`src/rtl/link_supervisor_100m.sv`:
```
// rtl/link_supervisor_100m.sv - link bring-up supervisor above the frame synchronizer
// Sequences acquire/lock/holdover/resync from per-frame status pulses and keeps link statistics.
module link_supervisor_100m #(
  parameter int LOCK_FRAMES    = 4,
  parameter int ERR_LIMIT      = 8,
  parameter int TIMEOUT_CYCLES = 4096,
  parameter int RESYNC_CYCLES  = 64,
  parameter int CNT_W          = 16
) (
  input  logic             clk_sys,
  input  logic             rst_n,
  input  logic             enable,
  input  logic             data_valid,
  input  logic             frame_error,
  input  logic             sync_lost,
  input  logic             stats_clr,
  output logic             link_up,
  output logic             resync_req,
  output logic [2:0]       link_state,
  output logic             link_change,
  output logic [CNT_W-1:0] good_cnt,
  output logic [CNT_W-1:0] crc_err_cnt,
  output logic [CNT_W-1:0] disc_cnt,
  output logic [CNT_W-1:0] loss_cnt
);

  localparam int WD_W = (TIMEOUT_CYCLES > 2) ? $clog2(TIMEOUT_CYCLES) : 1;
  localparam int RS_W = $clog2(RESYNC_CYCLES + 1);
  localparam logic [WD_W-1:0] WD_LAST   = WD_W'(TIMEOUT_CYCLES - 1);
  localparam logic [RS_W-1:0] RS_LAST   = RS_W'(RESYNC_CYCLES - 1);
  localparam logic [3:0]      LOCK_RUN  = 4'(LOCK_FRAMES);
  localparam logic [3:0]      ERR_RUN   = 4'(ERR_LIMIT);

  typedef enum logic [2:0] {
    ST_IDLE     = 3'd0,
    ST_ACQUIRE  = 3'd1,
    ST_LOCKED   = 3'd2,
    ST_HOLDOVER = 3'd3,
    ST_RESYNC   = 3'd4
  } state_t;

  state_t          state, state_nxt;
  logic [3:0]      good_run, good_run_nxt;
  logic [3:0]      err_run, err_run_nxt;
  logic [WD_W-1:0] wd_cnt, wd_cnt_nxt;
  logic [RS_W-1:0] rs_cnt, rs_cnt_nxt;
  logic            frame_evt, wd_expired, clean_good, up_nxt, counting, loss_evt;

  assign frame_evt  = data_valid | frame_error;
  assign wd_expired = (wd_cnt == WD_LAST) && !frame_evt;
  assign clean_good = data_valid && !frame_error && !sync_lost;
  assign link_state = state;

  always_comb begin
    state_nxt    = state;
    good_run_nxt = good_run;
    err_run_nxt  = err_run;
    rs_cnt_nxt   = '0;
    case (state)
      ST_IDLE: begin
        if (enable) state_nxt = ST_ACQUIRE;
      end
      ST_ACQUIRE: begin
        if (frame_error)                   good_run_nxt = 4'd0;
        else if (data_valid && sync_lost)  good_run_nxt = 4'd1;
        else if (data_valid)               good_run_nxt = good_run + 4'd1;
        else if (sync_lost)                good_run_nxt = 4'd0;
        if (good_run_nxt == LOCK_RUN)      state_nxt = ST_LOCKED;
        else if (wd_expired)               state_nxt = ST_RESYNC;
      end
      ST_LOCKED: begin
        if (frame_error)                   err_run_nxt = err_run + 4'd1;
        else if (data_valid)               err_run_nxt = 4'd0;
        if (err_run_nxt == ERR_RUN)        state_nxt = ST_RESYNC;
        else if (sync_lost || wd_expired)  state_nxt = ST_HOLDOVER;
      end
      ST_HOLDOVER: begin
        if (frame_error)                   err_run_nxt = err_run + 4'd1;
        else if (data_valid)               err_run_nxt = 4'd0;
        if (err_run_nxt == ERR_RUN)        state_nxt = ST_RESYNC;
        else if (sync_lost || wd_expired)  state_nxt = ST_RESYNC;
        else if (clean_good)               state_nxt = ST_LOCKED;
      end
      ST_RESYNC: begin
        if (rs_cnt == RS_LAST) state_nxt = ST_ACQUIRE;
        else                   rs_cnt_nxt = rs_cnt + 1'b1;
      end
      default: state_nxt = ST_IDLE;
    endcase
    if (!enable) state_nxt = ST_IDLE;
    // err_run carries across LOCKED->HOLDOVER so an error burst spanning both still trips RESYNC
    if (state_nxt != state && state_nxt != ST_HOLDOVER) begin
      good_run_nxt = 4'd0;
      err_run_nxt  = 4'd0;
    end
  end

  always_comb begin
    wd_cnt_nxt = wd_cnt + 1'b1;
    if (state_nxt != state || frame_evt || state == ST_IDLE || state == ST_RESYNC)
      wd_cnt_nxt = '0;
  end

  assign up_nxt   = (state_nxt == ST_LOCKED) || (state_nxt == ST_HOLDOVER);
  assign counting = (state != ST_IDLE);
  assign loss_evt = (state_nxt == ST_RESYNC) &&
                    (state == ST_LOCKED || state == ST_HOLDOVER);

  function automatic logic [CNT_W-1:0] sat_inc(input logic [CNT_W-1:0] v);
    return (&v) ? v : v + 1'b1;
  endfunction

  always_ff @(posedge clk_sys) begin
    if (!rst_n) begin
      state       <= ST_IDLE;
      good_run    <= 4'd0;
      err_run     <= 4'd0;
      wd_cnt      <= '0;
      rs_cnt      <= '0;
      link_up     <= 1'b0;
      resync_req  <= 1'b0;
      link_change <= 1'b0;
    end else begin
      state       <= state_nxt;
      good_run    <= good_run_nxt;
      err_run     <= err_run_nxt;
      wd_cnt      <= wd_cnt_nxt;
      rs_cnt      <= rs_cnt_nxt;
      link_up     <= up_nxt;
      resync_req  <= (state_nxt == ST_RESYNC);
      link_change <= (up_nxt != link_up);
    end
  end

  // stats_clr takes precedence over any increment landing in the same cycle
  always_ff @(posedge clk_sys) begin
    if (!rst_n || stats_clr) begin
      good_cnt    <= '0;
      crc_err_cnt <= '0;
      disc_cnt    <= '0;
      loss_cnt    <= '0;
    end else begin
      if (counting && data_valid)  good_cnt    <= sat_inc(good_cnt);
      if (counting && frame_error) crc_err_cnt <= sat_inc(crc_err_cnt);
      if (counting && sync_lost)   disc_cnt    <= sat_inc(disc_cnt);
      if (loss_evt)                loss_cnt    <= sat_inc(loss_cnt);
    end
  end

endmodule

```
`config.mk`:
```
export PLATFORM = sky130hd
export DESIGN_NAME = link_supervisor_100m
export DESIGN_NICKNAME = d
export VERILOG_FILES = /design/src/rtl/link_supervisor_100m.sv
export SDC_FILE = /design/constraint.sdc
export NUM_CORES = 1
export LEC_CHECK = 0
export CAP_MARGIN = 10
export CORE_MARGIN = 2
export CORE_UTILIZATION = 28
export CTS_CLUSTER_DIAMETER = 150
export CTS_CLUSTER_SIZE = 16
export DETAILED_ROUTE_END_ITERATION = 8
export DONT_BUFFER_PORTS = 1
export GPL_ROUTABILITY_DRIVEN = 0
export GPL_TIMING_DRIVEN = 0
export PLACE_DENSITY = 0.49
export SLEW_MARGIN = 20
export SYNTH_ARGS = -nofsm -noshare
export SYNTH_HDL_FRONTEND = slang
export SYNTH_SLANG_ARGS = --single-unit
```
`constraint.sdc`:
```
create_clock -name clk_sys -period 3.45 [get_ports clk_sys]
set_input_delay 0.5175 -clock clk_sys [delete_from_list [all_inputs] [get_ports clk_sys]]
set_output_delay 0.5175 -clock clk_sys [all_outputs]
set_load 0.03 [all_outputs]
```
After elaboration in Yosys (flattened, before gate mapping). Cells that the tools add are included. Widths: inputs -> output; s select.

Bits in registers: 97. Output and inout bits: 70.

Add/sub/neg operators: 8. Eq/ne operators: 15. Mux-type cells: 20. Bitwise logic cells: 7. Reductions and logical operators: 34.

Operators with widths (number): $add 16x1->16 const B (4); $reduce_and 16->1 (4); $mux 4 (9); $mux 3 (9); $pmux 3 s5 (1); $add 12x1->12 const B (1); $eq 12x12->1 const B (1); $eq 3x2->1 const B (4); $logic_and 1x1->1 (9); $add 4x1->4 const B (2); $eq 4x4->1 const B (2); $pmux 4 s2 (1); $reduce_and 2->1 (4); $add 7x1->7 const B (1); $eq 7x6->1 const B (1); $logic_or 1x1->1 (7); $eq 3x3->1 const B (2); $not 1->1 (6); $eq 4x3->1 const B (1); $logic_not 1->1 (4); $reduce_or 2->1 (2); $eq 3x1->1 const B (1); $logic_not 3->1 (1); $ne 3x2->1 const B (1); other kinds (6) (6).

Logic depth before layout (Yosys ltp).
Depth after elaboration: 14. Gate-level depth with buffers: 9.

Least setup slack after synthesis. OpenSTA, ideal clock, no wires.

Path kind: input to register. Start point: input data_valid. End point: register good_run[2]. Setup time: 0.095 ns. Data arrival time: 2.200 ns. Required time: 3.355 ns. Slack: 1.154 ns. Cell stages on the path: 7. Path through: or3b_4 o41ai_4 mux2i_1 nand3_1 and2_1 buf_2 a221oi_1.

Longest elaborated chain between the ends: 11. Elaborated cells between the ends (all ways): 31. Classes of those cells: 5 x eq/ne; 17 x mux; 1 x bitwise; 8 x reduce/logical.

Ends and longest elaborated chain: start, declared (RTL line 13) `input logic data_valid,`; $mux 4, or another cell as far along (RTL line 66) `else if (data_valid) good_run_nxt = good_run + 4'd1;`; $mux 4 / $logic_not 1->1 (equally long branches) (RTL line 65, 50); $mux 4 / $logic_and 1x1->1 (equally long branches) (RTL line 64, 50); $mux 4 / $logic_or 1x1->1 (equally long branches) (RTL line 59, 75, 81); $eq 4x3->1, or another cell as far along (RTL line 68) `if (good_run_nxt == LOCK_RUN) state_nxt = ST_LOCKED;`; $mux 3, on equally long branches (RTL line 68, 74, 80); $pmux 3 s5 (RTL line 59) `case (state)`; $mux 3 (RTL line 90) `if (!enable) state_nxt = ST_IDLE;`; $ne 3x3->1 / $ne 3x2->1 (equally long branches) (RTL line 92) `if (state_nxt != state && state_nxt != ST_HOLDOVER) begin`; $logic_and 1x1->1 (RTL line 92); $reduce_or 2->1 (no line); end signal, assigned (RTL line 125) `good_run <= good_run_nxt;`; end, declared (RTL line 43) `logic [3:0] good_run, good_run_nxt;`.

Parallel ways exist; a longest one is shown, timed or not. The select of a mux whose other input is x is not followed. A chain may end at the register's enable or synchronous reset.

Final worst setup path.
Start point: register state[1], in the netlist link_state[1]. End point: register good_run[1].

Longest elaborated chain between the ends: 8. Elaborated cells between the ends (all ways): 19. Classes of those cells: 6 x eq/ne; 10 x mux; 3 x reduce/logical.

Ends and longest elaborated chain: start, declared (RTL line 42) `state_t state, state_nxt;`; start signal, assigned (RTL line 124) `state <= state_nxt;`; $mux 3 (RTL line 82) `else if (clean_good) state_nxt = ST_LOCKED;`; $mux 3 (RTL line 81) `else if (sync_lost || wd_expired) state_nxt = ST_RESYNC;`; $mux 3 (RTL line 80) `if (err_run_nxt == ERR_RUN) state_nxt = ST_RESYNC;`; $pmux 3 s5 (RTL line 59); $mux 3 (RTL line 90); $ne 3x3->1 / $ne 3x2->1 (equally long branches) (RTL line 92); $logic_and 1x1->1 (RTL line 92); $reduce_or 2->1 (no line).

Parallel ways exist; a longest one is shown, timed or not.

==> results.md <==
- Post-synthesis cell count: 559
- Grt ovf: 0
- # hold bufs at CTS: 0
- Mapped cell area: 5000 um2
- Wire length of the first global-routing pass: 19,900 um
- Initial antenna violation count: 0
- TritonCTS clock tree: built
- Final setup viols: 0
- Sinks on Clock Net: 97
- Largest net degree at the start of global routing: 20
- Clk Latency, worst-skew pair: 0.35 ns
- Power, Total: 2.25 mW
- Critical path arrival: 2.90 ns
- Worst-case reg-to-reg path depth: 8
- Post-route ant nets: 0
- Post-CTS Repair Setup Buffers: 0
- Final Hold Violating Endpoints: 0
- Core Footprint: 17,400 um2
- Distinct cell type count after synthesis: 74
- Slowest CP cell: dfxtp_1
- IO Count: 77
- Setup TNS: 0 ns
- Commonest non-fill, non-tap cell in the layout: dfxtp_1
- Critical setup path kind: reg2reg
- Via count: 4,089
- Avg Cell Area, Syn: 8.95 um2
- Crit-path leading delay family: compound AO/OA/AOI/OAI gates
- Outcome: finished, final reports clean
- Worst-margin pin slew: 0.937 ns
- Layout area overhead: 11.8%
- Post-DP HPWL: 9080 um
- Final Cycle Share: 0.764
- Worst setup SP type: flip-flop
- Buf/Inv on CP: 2
- Post-route insts no fill: 800
- Flop pwr share: 0.502
- FF+latch count, synth: 97
- Top FF cell, synth: dfxtp_1
- Leakage power: 1.92 nW
- Critical Path Source: link_state[1]
- Share of cells above drive strength 1: 0.118
- Vias per cell: 5.11
- Initial DRC count: 233
- Post-Place Cells: 784
- Sw Share: 0.258
- Switching power: 0.579 mW
- Die Wd: 138 um
- Syn Nets: 574
- End of the critical path: good_run[1]
- Slew Limit Fails: 0
- Worst hold start: frame_error
- Clock Tree Buf Depth: 2
- Root Buffer: clkbuf_16
- Total track usage: 0.135
- WL/cell: 15.4 um
- Share of flip-flops with an asynchronous set or reset: 0
- Max-slew headroom: 0.373
- Flop2flop setup slack: 0.81 ns
- Clock skew: 0.00928 ns
- Starting Density: 0.288
- Int Power: 1.67 mW
- Post-synthesis sequential area ratio: 0.388
- Final net count: 585
- Crit path depth: 8
- Commonest cells after routing, fill and taps aside: 97 x dfxtp_1, 82 x nor2_1, 41 x nand2_1
- Number of global-route vias before repair: 3,922
- H-Tree Depth: 3
- Die area: 19,000 um2
- Die Span Y: 138 um
- Hold Crit Class: in2reg
- RSZ-0062 raised after global routing: false
- WL final: 12,300 um
- Max-Cap Viols: 0
- CP cell instances: buf_2, nor2b_1, clkbuf_2, nand2_1, a21oi_1, o2bb2ai_1, nand3b_1, a211oi_1
- Element type at the critical path end: flip-flop
- Worst-path fanout max: 10
- Critical R2R Launch: link_state[1]
- Num CTS Buffers: 9
- Max Freq: 0.379 GHz
- CTS resizes: 0
- Ant. Diodes: 0
- Port Buffer Count: 0
- CP required: 3.71 ns
- 1st-pass router iterations: 4
- Clk pwr share: 0.449
- Clock-pin slew on the worst setup and hold paths: 0.07 ns
- Peak supply drop: 233 uV
- R2r endpoint: good_run[1]
- Cell area power density: 402 nW/um2
- Syn. warnings: 0
- Max incr delay on CP: 0.51 ns
- Logic pwr share: 0.049
- Remaining DRCs: 0
- Crit path time final: 2.64 ns
- Site row count: 48
- Post-synth EDFFs: 0
## area by class of cell
| type | instances | area, um2 |
|---|---|---|
| Buffer | 23 | 178 |
| Clock buffer | 9 | 225 |
| Clock inverter | 7 | 76.3 |
| Fill cell | 1796 | 11800 |
| Inverter | 12 | 45.0 |
| Multi-Input combinational cell | 427 | 2850 |
| Sequential cell | 97 | 1940 |
| Tap cell | 225 | 282 |
## power groups by stage
stage	clock (mW)	combinational [mW]	sequential, mW
after floorplan	0	0.0843	1.15
after CTS	1.04	0.113	1.13
final	1.01	0.111	1.13
after global routing	1.08	0.122	1.13
after detailed placement	0	0.112	1.16
after global placement	0	0.111	1.16
## metal layers
metal	vias up	share of wire	wire (um)	global-route usage
met3	13	0.084	1040	0.0636
met2	107	0.47	5750	0.225
met4	0	0.012	146	0.0355
li1	2036	-	-	-
met5	-	0	0	0
met1	1933	0.44	5410	0.157
## flip-flops by register name, summed over array words and instances (netlist names)
name / count
crc_err_cnt: 16
link_state: 3
wd_cnt: 12
loss_cnt: 16
disc_cnt: 16
resync_req: 1
err_run: 4
link_up: 1
rs_cnt: 7
good_run: 4
good_cnt: 16
link_change: 1
## cells by family after synthesis
| kind of cell | count (synthesis) | share of synthesized area |
|---|---|---|
| buffers and inverters | 35 | 0.0445 |
| DFF | 97 | 0.388 |
| xor gates and xnor gates | 61 | 0.107 |
| muxes | 8 | 0.0163 |
| and+or+nand+nor | 270 | 0.290 |
| adders and majority gates | 8 | 0.0200 |
| AOI/OAI and AO/OA | 80 | 0.134 |
## worst register-to-register path, delay by kind of cell, from the launching register on
family | cells | cell delay [ns]
buf+inv | 2 | 0.50
flops | 1 | 0.51
compound gates | 3 | 0.81
simple gates | 3 | 0.73
## per-stage QoR
stage          instance area, um2   util  worst slack [ns]  hold WS (ns)
6_report                     5590  0.322             0.815         0.382
5_1_grt                      5590  0.322             0.579         0.378
4_1_cts                      5590  0.322             0.802         0.375
3_5_place_dp                 5280  0.304             0.767         0.436
3_3_place_gp                 5280  0.304             0.777         0.433
2_1_floorplan                5000      -              1.15         0.418
## synth_stat cells (4+ instances only)
| cell | count | area (um2) |
|---|---|---|
| dfxtp_1 | 97 | 1940 |
| nor2_1 | 82 | 308 |
| nand2_1 | 41 | 154 |
| xor2_1 | 36 | 315 |
| nand3_1 | 32 | 160 |
| nand4_1 | 30 | 188 |
| xnor2_1 | 25 | 219 |
| a21oi_1 | 16 | 80.1 |
| and3_1 | 12 | 75.1 |
| inv_1 | 11 | 41.3 |
| clkbuf_1 | 10 | 37.5 |
| nor3_1 | 10 | 50.1 |
| nor4_1 | 10 | 62.6 |
| a211oi_1 | 9 | 67.6 |
| and2_1 | 9 | 56.3 |
| nor4_2 | 9 | 113 |
| ha_1 | 8 | 100 |
| o21ai_0 | 8 | 40.0 |
| mux2i_1 | 7 | 70.1 |
| a31o_2 | 6 | 52.6 |
| and4_1 | 6 | 52.6 |
| a31oi_1 | 5 | 31.3 |
| buf_2 | 4 | 20.0 |
| nor2b_1 | 4 | 25.0 |
| or2_2 | 4 | 25.0 |
| or3_1 | 4 | 25.0 |
## worst min-delay path by stage
stage / cells past startpoint / slack [ns] / end
floorplan: 1 / 0.42 / rs_cnt[0]
global placement: 1 / 0.43 / rs_cnt[0]
detailed placement: 1 / 0.44 / rs_cnt[0]
CTS: 3 / 0.37 / wd_cnt[1]
global route: 3 / 0.38 / wd_cnt[1]
finish: 3 / 0.38 / wd_cnt[1]
Note: power is estimated with default switching activity, not from simulation.
